### src/rtl/fifo_byte_framer_if.sv
// Handshake bundle between the FIFO read port, the framer and the byte sink.
// The master modport is the framer; the slave modport is its environment.
interface fifo_byte_framer_if #(
    parameter int DATA_WIDTH = 32
);
    logic [DATA_WIDTH-1:0] data_in;
    logic                  data_in_valid;
    logic                  data_in_ack;
    logic [7:0]            byte_out;
    logic                  byte_out_valid;
    logic                  byte_out_ready;
    logic                  byte_out_first;
    logic                  byte_out_last;

    modport master (
        input  data_in, data_in_valid, byte_out_ready,
        output data_in_ack, byte_out, byte_out_valid, byte_out_first, byte_out_last
    );

    modport slave (
        output data_in, data_in_valid, byte_out_ready,
        input  data_in_ack, byte_out, byte_out_valid, byte_out_first, byte_out_last
    );
endinterface

### src/rtl/fifo_byte_framer.sv
// Pops words from a FIFO read port and emits them as byte frames:
// SOF byte, PACKET_WORDS words MSB byte first, then an XOR checksum byte.
// All outputs except the FIFO pop strobe are registered.
module fifo_byte_framer #(
    parameter int          DATA_WIDTH   = 32,
    parameter int          PACKET_WORDS = 4,
    parameter logic [7:0]  SOF_BYTE     = 8'hA5
) (
    input  logic               clock_out,
    input  logic               rst_out_n,
    fifo_byte_framer_if.master bus,
    output logic [15:0]        packet_count
);
    localparam int BYTES = DATA_WIDTH / 8;
    localparam int IDX_W = (BYTES > 1) ? $clog2(BYTES) : 1;
    localparam int CNT_W = (PACKET_WORDS > 1) ? $clog2(PACKET_WORDS) : 1;
    localparam logic [IDX_W-1:0] LAST_IDX = IDX_W'(BYTES - 1);
    localparam logic [CNT_W-1:0] LAST_CNT = CNT_W'(PACKET_WORDS - 1);

    typedef enum logic [2:0] {IDLE, HEADER, PAYLOAD, WAIT_WORD, CHECKSUM} state_t;

    state_t                state_q, state_d;
    logic [DATA_WIDTH-1:0] word_q, word_d;
    logic [IDX_W-1:0]      byte_idx_q, byte_idx_d;
    logic [CNT_W-1:0]      word_cnt_q, word_cnt_d;
    logic [7:0]            csum_q, csum_d;
    logic [7:0]            byte_q, byte_d;
    logic                  valid_q, valid_d;
    logic                  first_q, first_d;
    logic                  last_q, last_d;
    logic [15:0]           packet_count_d;
    logic                  ack;
    logic                  handshake;
    logic                  last_byte;
    logic                  last_word;

    assign handshake = valid_q & bus.byte_out_ready;
    assign last_byte = (byte_idx_q == LAST_IDX);
    assign last_word = (word_cnt_q == LAST_CNT);

    // Byte idx of a word, counted from the most significant byte.
    function automatic logic [7:0] byte_of(input logic [DATA_WIDTH-1:0] w,
                                           input logic [IDX_W-1:0]      idx);
        logic [DATA_WIDTH-1:0] shifted;
        shifted = w << (32'(idx) * 32'd8);
        return shifted[DATA_WIDTH-1 -: 8];
    endfunction

    // State register.
    // NOTE: sequential state uses non-blocking <= so every register samples pre-edge values.
    always_ff @(posedge clock_out or negedge rst_out_n) begin
        if (!rst_out_n) state_q <= IDLE;
        else            state_q <= state_d;
    end

    // Pop strobe: exactly one ack per word loaded into word_q, never during reset.
    always_comb begin
        ack = 1'b0;
        if (rst_out_n) begin
            case (state_q)
                IDLE, WAIT_WORD: ack = bus.data_in_valid;
                PAYLOAD:         ack = handshake & last_byte & ~last_word & bus.data_in_valid;
                CHECKSUM:        ack = handshake & bus.data_in_valid;
                default:         ack = 1'b0;
            endcase
        end
    end

    // Next-state and next-register values.
    // NOTE: every signal gets a hold default first; a missed branch would otherwise infer a latch.
    always_comb begin
        state_d        = state_q;
        word_d         = word_q;
        byte_idx_d     = byte_idx_q;
        word_cnt_d     = word_cnt_q;
        csum_d         = csum_q;
        byte_d         = byte_q;
        valid_d        = valid_q;
        first_d        = first_q;
        last_d         = last_q;
        packet_count_d = packet_count;

        case (state_q)
            HEADER: begin
                if (handshake) begin
                    byte_d  = byte_of(word_q, '0);
                    first_d = 1'b0;
                    state_d = PAYLOAD;
                end
            end
            PAYLOAD: begin
                if (handshake) begin
                    csum_d = csum_q ^ byte_q;
                    if (!last_byte) begin
                        byte_idx_d = byte_idx_q + IDX_W'(1);
                        byte_d     = byte_of(word_q, byte_idx_q + IDX_W'(1));
                    end else if (!last_word && bus.data_in_valid) begin
                        word_d     = bus.data_in;
                        word_cnt_d = word_cnt_q + CNT_W'(1);
                        byte_idx_d = '0;
                        byte_d     = byte_of(bus.data_in, '0);
                    end else if (!last_word) begin
                        valid_d = 1'b0;
                        state_d = WAIT_WORD;
                    end else begin
                        byte_d  = csum_q ^ byte_q;
                        last_d  = 1'b1;
                        state_d = CHECKSUM;
                    end
                end
            end
            WAIT_WORD: begin
                if (ack) begin
                    word_d     = bus.data_in;
                    word_cnt_d = word_cnt_q + CNT_W'(1);
                    byte_idx_d = '0;
                    byte_d     = byte_of(bus.data_in, '0);
                    valid_d    = 1'b1;
                    state_d    = PAYLOAD;
                end
            end
            CHECKSUM: begin
                if (handshake) begin
                    packet_count_d = packet_count + 16'd1;
                    valid_d        = 1'b0;
                    last_d         = 1'b0;
                    state_d        = IDLE;
                end
            end
            default: ;
        endcase

        // A new frame starts from IDLE, or straight after the checksum is taken.
        if (ack && (state_q == IDLE || state_q == CHECKSUM)) begin
            word_d     = bus.data_in;
            word_cnt_d = '0;
            byte_idx_d = '0;
            csum_d     = '0;
            byte_d     = SOF_BYTE;
            valid_d    = 1'b1;
            first_d    = 1'b1;
            last_d     = 1'b0;
            state_d    = HEADER;
        end
    end

    // Datapath and registered outputs.
    always_ff @(posedge clock_out or negedge rst_out_n) begin
        if (!rst_out_n) begin
            word_q       <= '0;
            byte_idx_q   <= '0;
            word_cnt_q   <= '0;
            csum_q       <= '0;
            byte_q       <= '0;
            valid_q      <= 1'b0;
            first_q      <= 1'b0;
            last_q       <= 1'b0;
            packet_count <= '0;
        end else begin
            word_q       <= word_d;
            byte_idx_q   <= byte_idx_d;
            word_cnt_q   <= word_cnt_d;
            csum_q       <= csum_d;
            byte_q       <= byte_d;
            valid_q      <= valid_d;
            first_q      <= first_d;
            last_q       <= last_d;
            packet_count <= packet_count_d;
        end
    end

    assign bus.data_in_ack    = ack;
    assign bus.byte_out       = byte_q;
    assign bus.byte_out_valid = valid_q;
    assign bus.byte_out_first = first_q;
    assign bus.byte_out_last  = last_q;
endmodule
### src/flat_wrapper.sv
// flat-port wrapper written by rule: the top's interface ports become plain ports
module fifo_byte_framer_flat 
#(
    parameter int          DATA_WIDTH   = 32,
    parameter int          PACKET_WORDS = 4,
    parameter logic [7:0]  SOF_BYTE     = 8'hA5
)
  (clock_out, rst_out_n, packet_count, bus_data_in, bus_data_in_valid, bus_byte_out_ready, bus_data_in_ack, bus_byte_out, bus_byte_out_valid, bus_byte_out_first, bus_byte_out_last);
  fifo_byte_framer_if #(.DATA_WIDTH(DATA_WIDTH)) bus_i ();
  input  logic clock_out;
  input  logic rst_out_n;
  output logic [15:0] packet_count;
  input wire logic [$bits(bus_i.data_in)-1:0] bus_data_in;
  input wire logic [$bits(bus_i.data_in_valid)-1:0] bus_data_in_valid;
  input wire logic [$bits(bus_i.byte_out_ready)-1:0] bus_byte_out_ready;
  output wire logic [$bits(bus_i.data_in_ack)-1:0] bus_data_in_ack;
  output wire logic [$bits(bus_i.byte_out)-1:0] bus_byte_out;
  output wire logic [$bits(bus_i.byte_out_valid)-1:0] bus_byte_out_valid;
  output wire logic [$bits(bus_i.byte_out_first)-1:0] bus_byte_out_first;
  output wire logic [$bits(bus_i.byte_out_last)-1:0] bus_byte_out_last;
  assign bus_i.data_in = bus_data_in;
  assign bus_i.data_in_valid = bus_data_in_valid;
  assign bus_i.byte_out_ready = bus_byte_out_ready;
  assign bus_data_in_ack = bus_i.data_in_ack;
  assign bus_byte_out = bus_i.byte_out;
  assign bus_byte_out_valid = bus_i.byte_out_valid;
  assign bus_byte_out_first = bus_i.byte_out_first;
  assign bus_byte_out_last = bus_i.byte_out_last;
  fifo_byte_framer #(.DATA_WIDTH(DATA_WIDTH), .PACKET_WORDS(PACKET_WORDS), .SOF_BYTE(SOF_BYTE)) u_core (.clock_out(clock_out), .rst_out_n(rst_out_n), .bus(bus_i), .packet_count(packet_count));
endmodule
### config.mk
export PLATFORM = sky130hd
export DESIGN_NAME = fifo_byte_framer_flat
export DESIGN_NICKNAME = d
export VERILOG_FILES = /design/src/rtl/fifo_byte_framer_if.sv /design/src/rtl/fifo_byte_framer.sv /design/src/flat_wrapper.sv
export SDC_FILE = /design/constraint.sdc
export NUM_CORES = 1
export LEC_CHECK = 0
export CAP_MARGIN = 10
export CORE_MARGIN = 1.5
export CORE_UTILIZATION = 40
export CTS_CLUSTER_DIAMETER = 150
export DETAILED_ROUTE_END_ITERATION = 8
export SYNTH_ARGS = -nofsm -noshare
export SYNTH_HDL_FRONTEND = slang
export SYNTH_SLANG_ARGS = --single-unit
### constraint.sdc
create_clock -name clock_out -period 2.19 [get_ports clock_out]
set_input_delay 0.3285 -clock clock_out [delete_from_list [all_inputs] [get_ports clock_out]]
set_output_delay 0.3285 -clock clock_out [all_outputs]
set_load 0.02 [all_outputs]
* Yosys cells after proc, flatten, opt, wreduce, memory -nomap -nowiden
Index checks and enable logic that the tools add are counted.
** Storage, ports and cells
- Bits in registers :: 74
- Input bits :: 36
- Logic and storage cells :: 117
** Operators by class
- Add/subtract/negate cells :: 3
- Equality and inequality tests :: 17
- Shift-type cells :: 1
- Muxes and demuxes :: 56
- Bitwise logic cells :: 7
- Reductions and logical operators :: 23
** Operators by type and width (number)
- 32-bit 2-to-1 mux :: 5
- 8-bit 2-to-1 mux :: 10
- 32-bit one-hot mux with 2 select lines :: 1
- 32-bit by 5-bit << shifter with 32-bit output :: 1
- 3-bit 2-to-1 mux :: 8
- 8-bit one-hot mux with 3 select lines :: 1
- 2-bit 2-to-1 mux :: 10
- 3-bit by 1-bit != test with 1-bit output, second input constant :: 6
- 16-bit by 1-bit adder with 16-bit output, second input constant :: 1
- 1-bit 2-to-1 mux :: 15
- 7-bit AND reduction :: 2
- 3-bit one-hot mux with 4 select lines :: 1
- 5-bit AND reduction :: 2
- 2-bit one-hot mux with 2 select lines :: 2
- 4-bit nonzero test :: 2
- 8-bit bitwise XOR :: 1
- 3-bit by 2-bit equality test with 1-bit output, second input constant :: 2
- 3-bit != test, second input constant :: 2
- 1-bit one-hot mux with 3 select lines :: 2
- 2-bit AND reduction :: 3
- 6-bit AND reduction :: 1
- 2-bit nonzero test :: 3
- 3-bit nonzero test :: 2
- 1-bit AND :: 5
- 16 further kinds :: 19

* Logic depth before layout (Yosys ltp)
- Depth in word-level cells :: 9
- Gate-level depth with buffers :: 9
- Mapped depth without buffers :: 6

* Worst setup path after synthesis
Ideal clock, no wire load.
- Kind :: reg-to-reg
- Start :: reg u_core.word_cnt_q[0]
- End :: reg u_core.byte_q[0], in the netlist u_core.bus.byte_out[0]
- Library setup time :: 0.125 ns
- Arrival :: 1.837 ns
- Required time :: 2.065 ns
- Path slack :: 0.228 ns
- Cell stages (with the launch flop) :: 7
- Period minus slack after synthesis :: 1.962 ns
- Cells stage by stage :: dfrtp_1 ha_1 or3b_1 a211oi_2 a211oi_2 nor2_8 mux2_4
** Between the ends
- Word-level cells in the longest chain between the ends :: 9
- Elaborated cells on any way between the ends :: 20
- Classes of those cells :: 5 x eq/ne; 7 x mux; 3 x bitwise; 5 x reduce/logical
** Ends and longest elaborated chain
- start: declaration :: line fifo_byte_framer.sv:25 : logic [CNT_W-1:0] word_cnt_q, word_cnt_d;
- start signal: assignment :: line fifo_byte_framer.sv:162 : word_cnt_q <= word_cnt_d;
- 2-bit equality test * :: line fifo_byte_framer.sv:39 : assign last_word = (word_cnt_q == LAST_CNT);
- 1-bit NOT :: line fifo_byte_framer.sv:62 : PAYLOAD: ack = handshake & last_byte & ~last_word & bus.data_in_valid;
- 1-bit AND (2 in series) :: line fifo_byte_framer.sv:62
- 1-bit one-hot mux with 3 select lines :: line fifo_byte_framer.sv:60 : case (state_q)
- 1-bit 2-to-1 mux :: line fifo_byte_framer.sv:59 : if (rst_out_n) begin
- 1-bit logical AND :: line fifo_byte_framer.sv:134 : if (ack && (state_q == IDLE || state_q == CHECKSUM)) begin
- 5-bit != test (no line) (tied with other cells)
- 5-bit AND reduction (no line)
- end signal: assignment :: line fifo_byte_framer.sv:164 : byte_q <= byte_d;
- end: declaration :: line fifo_byte_framer.sv:27 : logic [7:0] byte_q, byte_d;
Mark *: on every way between the ends. The rest lies on a longest branch, timed or not. The select of a mux whose other input is x is not followed.
A chain may end at the register's enable or synchronous reset.

* Final worst setup path
- Start :: reg u_core.word_cnt_q[0]
- End :: out bus_data_in_ack
** Between the ends
- Word-level cells in the longest chain between the ends :: 6
** Ends and longest elaborated chain
- 2-bit equality test :: line fifo_byte_framer.sv:39
- 1-bit NOT :: line fifo_byte_framer.sv:62
- 1-bit AND (2 in series) :: line fifo_byte_framer.sv:62
- 1-bit one-hot mux with 3 select lines :: line fifo_byte_framer.sv:60
- 1-bit 2-to-1 mux :: line fifo_byte_framer.sv:59
- end: declaration :: line flat_wrapper.sv:16 : output wire logic [$bits(bus_i.data_in_ack)-1:0] bus_data_in_ack;
No other way between the ends.

==> out/metrics.csv <==
metric,value,unit
most common flop cell mapped by yosys,dfrtp_1,
Crit path max-delay family,flip-flops,
Syn Inst Count,327,
initial antenna violation count,0,
Post-DP Area,4810,um^2
synth unique cells,57,
pre-CTS WS,-0.0931,ns
CP arrival,1.75,ns
Final Cell Area,5030,um^2
DRC,0,
TritonCTS clock tree,done,
Post-DP HPWL,6130,um
synth warn,0,
# rows,35,
CTS buffer count,9,
final hold viol count,0,
utilization after layout,0.539,
CP max stage delay,0.40,ns
"most common cell after layout, fill and taps aside",dfrtp_1,
vias per std cell,5.08,
Layout fillers,839,
nets@finish,456,
Inserted Diodes,0,
Synth Area per Inst,11.8,um^2
largest net degree at the start of global routing,68,
combinational power share,0.497,
Min-Delay Path Class,primary input to asynchronous set/reset pin,
Tcrit/Tclk final,0.948,
IO buf count,63,
Seq pwr share,0.344,
crit start category,flop,
RePlAce Congestion,0.842,
I/O pin cnt,64,
PwrDens,1370,nW/um^2
Max Cap Viol,0,
number of global-route vias before repair,2706,
WP depth,6,
CP bufs+invs,1,
outcome,"finished, final reports clean",
most used cells in the layout excluding fill and tap cells,"74 x dfrtp_1, 61 x clkdlybuf4s50_1, 34 x mux2_1",
footprint of the multi-input gates,1890,um^2
relative slew slack,0.452,
Setup CP Type,flop to primary output,
highest clock rate,0.481,GHz
Final Skew,0.0173,ns
antenna-violating nets left,0,
worst slew pin tran,0.822,ns
count of final setup violators,0,
Die H,101,um
hold_ws,0.234,ns
clock period minus worst slack,2.08,ns
die area,10300,um^2
CP max stage cell,dfrtp_1,
gr usage total,0.180,
H-tree levels,3,
clock transition at the registers of the reported paths,0.09,ns
Area Growth Syn to Fin,30.1,%
Seq cells post-synth,74,
clk sinks,74,
Post-Syn Nets,366,
peak supply drop,0.590,mV
R2R cell count,7,
share of cells above drive strength 1,0.187,
crit-path cells,ha_2 > nand4b_1 > nand2b_1 > a21oi_1 > nor2_1 > dlygate4sd2_1,
die width,101,um
1st-iter DRT viols,107,
clock power share,0.159,
Switch Pwr,2.56,mW
"EDFF count, synth",0,
CP Capture Type,primary output,
Reg area,1850,um^2
Core ar.,9330,um^2
WL/cell,15.3,um
Power Internal,4.36,mW
unrepaired setup endpoints after global routing,no,
sequential area share after synthesis,0.479,
leak pwr,2.16,nW
"FFs w/ async S/R, synth",1.00,
DR pass1 iterations,4,
post-route setup slack,0.113,ns
final WL,8440,um
crit-path max FO,5,
fin. max-slew vios,0,
via count,2799,
Synth Cell Area,3870,um^2
Clock Path Buffers,2,
Initial Util,0.415,
Power Total,6.92,mW
CP Data Required Time,1.86,ns
grt total ovfl,0,
Net Sw Frac,0.370,
first-pass GRT wire length,14000,um
Worst-Skew Late Latency,0.36,ns
clk root buf,clkbuf_8,
==> through the flow <==
stage	cells	setup TNS, ns
floorplan	327	0
global placement	533	-0.687
detailed placement	533	-1.10
CTS	550	0
global route	551	0
finish	551	0
==> cell type report <==
type / instances / share of cell area
Clock buffer: 9 / 0.0246
Clock inverter: 7 / 0.0152
Inverter: 5 / 0.00373
Multi-Input combinational cell: 231 / 0.376
Sequential cell: 74 / 0.368
Tap cell: 129 / 0.0321
Timing Repair Buffer: 96 / 0.180
==> worst paths after layout <==
check / to / startpoint / slack, ns
max in group asynchronous: u_core.csum_q[3]$_DFFE_PN0P_ / rst_out_n / 1.42
hold reg to reg: u_core.packet_count[15]$_DFFE_PN0P_ / u_core.packet_count[15]$_DFFE_PN0P_ / 0.47
min in group clock_out: u_core.packet_count[15]$_DFFE_PN0P_ / u_core.packet_count[15]$_DFFE_PN0P_ / 0.47
setup reg to reg: u_core.bus.byte_out_valid$_DFFE_PN0P_ / u_core.word_cnt_q[0]$_DFFE_PN0P_ / 0.16
setup / recovery: bus_data_in_ack / u_core.word_cnt_q[0]$_DFFE_PN0P_ / 0.11
hold / removal: u_core.bus.byte_out_last$_DFFE_PN0P_ / rst_out_n / 0.23
==> cells by family (layout without fill, tap and decap cells) <==
family	after synthesis	in the layout	share of synthesized area
AND/OR/NAND/NOR	95	95	0.129
multiplexers	53	53	0.185
flip-flops	74	74	0.479
XOR/XNOR	32	32	0.0725
AO/OA/AOI/OAI	48	48	0.0922
buffers and inverters	22	117	0.0324
adder cells (fa/ha/maj)	3	3	0.00971
==> layer usage <==
metal	track usage	vias up	wire length (um)
li1	-	1362	-
met1	0.271	1355	4390
met2	0.253	72	3530
met3	0.0414	10	397
met4	0.0630	0	122
met5	0	-	0
==> power groups by stage <==
stage / Combinational, mW / Clock, mW / Sequential (mW)
final: 3.44 / 1.10 / 2.38
after global routing: 3.75 / 1.18 / 2.46
after CTS: 3.46 / 1.13 / 2.38
after detailed placement: 3.45 / 0 / 2.40
after global placement: 3.41 / 0 / 2.38
after floorplan: 2.35 / 0 / 2.37
==> registers in the layout, indices dropped and copies added (netlist names) <==
| name | count |
|---|---|
| u_core.packet_count | 16 |
| u_core.csum_q | 8 |
| u_core.bus.byte_out_valid | 1 |
| u_core.state_q | 3 |
| u_core.word_cnt_q | 2 |
| u_core.bus.byte_out | 8 |
| u_core.byte_idx_q | 2 |
| u_core.word_q | 32 |
| u_core.bus.byte_out_last | 1 |
| u_core.bus.byte_out_first | 1 |
==> synthesized netlist by cell type, types with 3 or more instances <==
library cell / number / area [um^2]
a211oi_1: 4 / 30.0
a21oi_1: 8 / 40.0
a221oi_1: 4 / 35.0
a2bb2oi_1: 4 / 35.0
and3_1: 4 / 25.0
buf_2: 10 / 50.1
buf_6: 3 / 33.8
dfrtp_1: 74 / 1850
ha_1: 3 / 37.5
inv_1: 5 / 18.8
mux2_1: 34 / 383
mux2_4: 8 / 120
mux4_2: 8 / 180
nand2_1: 25 / 93.8
nand2b_1: 4 / 25.0
nand3_1: 9 / 45.0
nor2_1: 27 / 101
nor3_1: 4 / 20.0
o21ai_0: 7 / 35.0
o221ai_1: 4 / 35.0
xnor2_1: 15 / 131
xor2_1: 17 / 149
==> timing repair <==
action / in CTS / in global routing
buffers inserted: 0 / 0
gates resized for setup: 1 / 1
pin swaps: 0 / 1
hold buffers: 1 / 2
hold endpoints to repair: 7 / 3
endpoints found under the setup margin: 1 / 5
(Power assumes the default switching activity.)
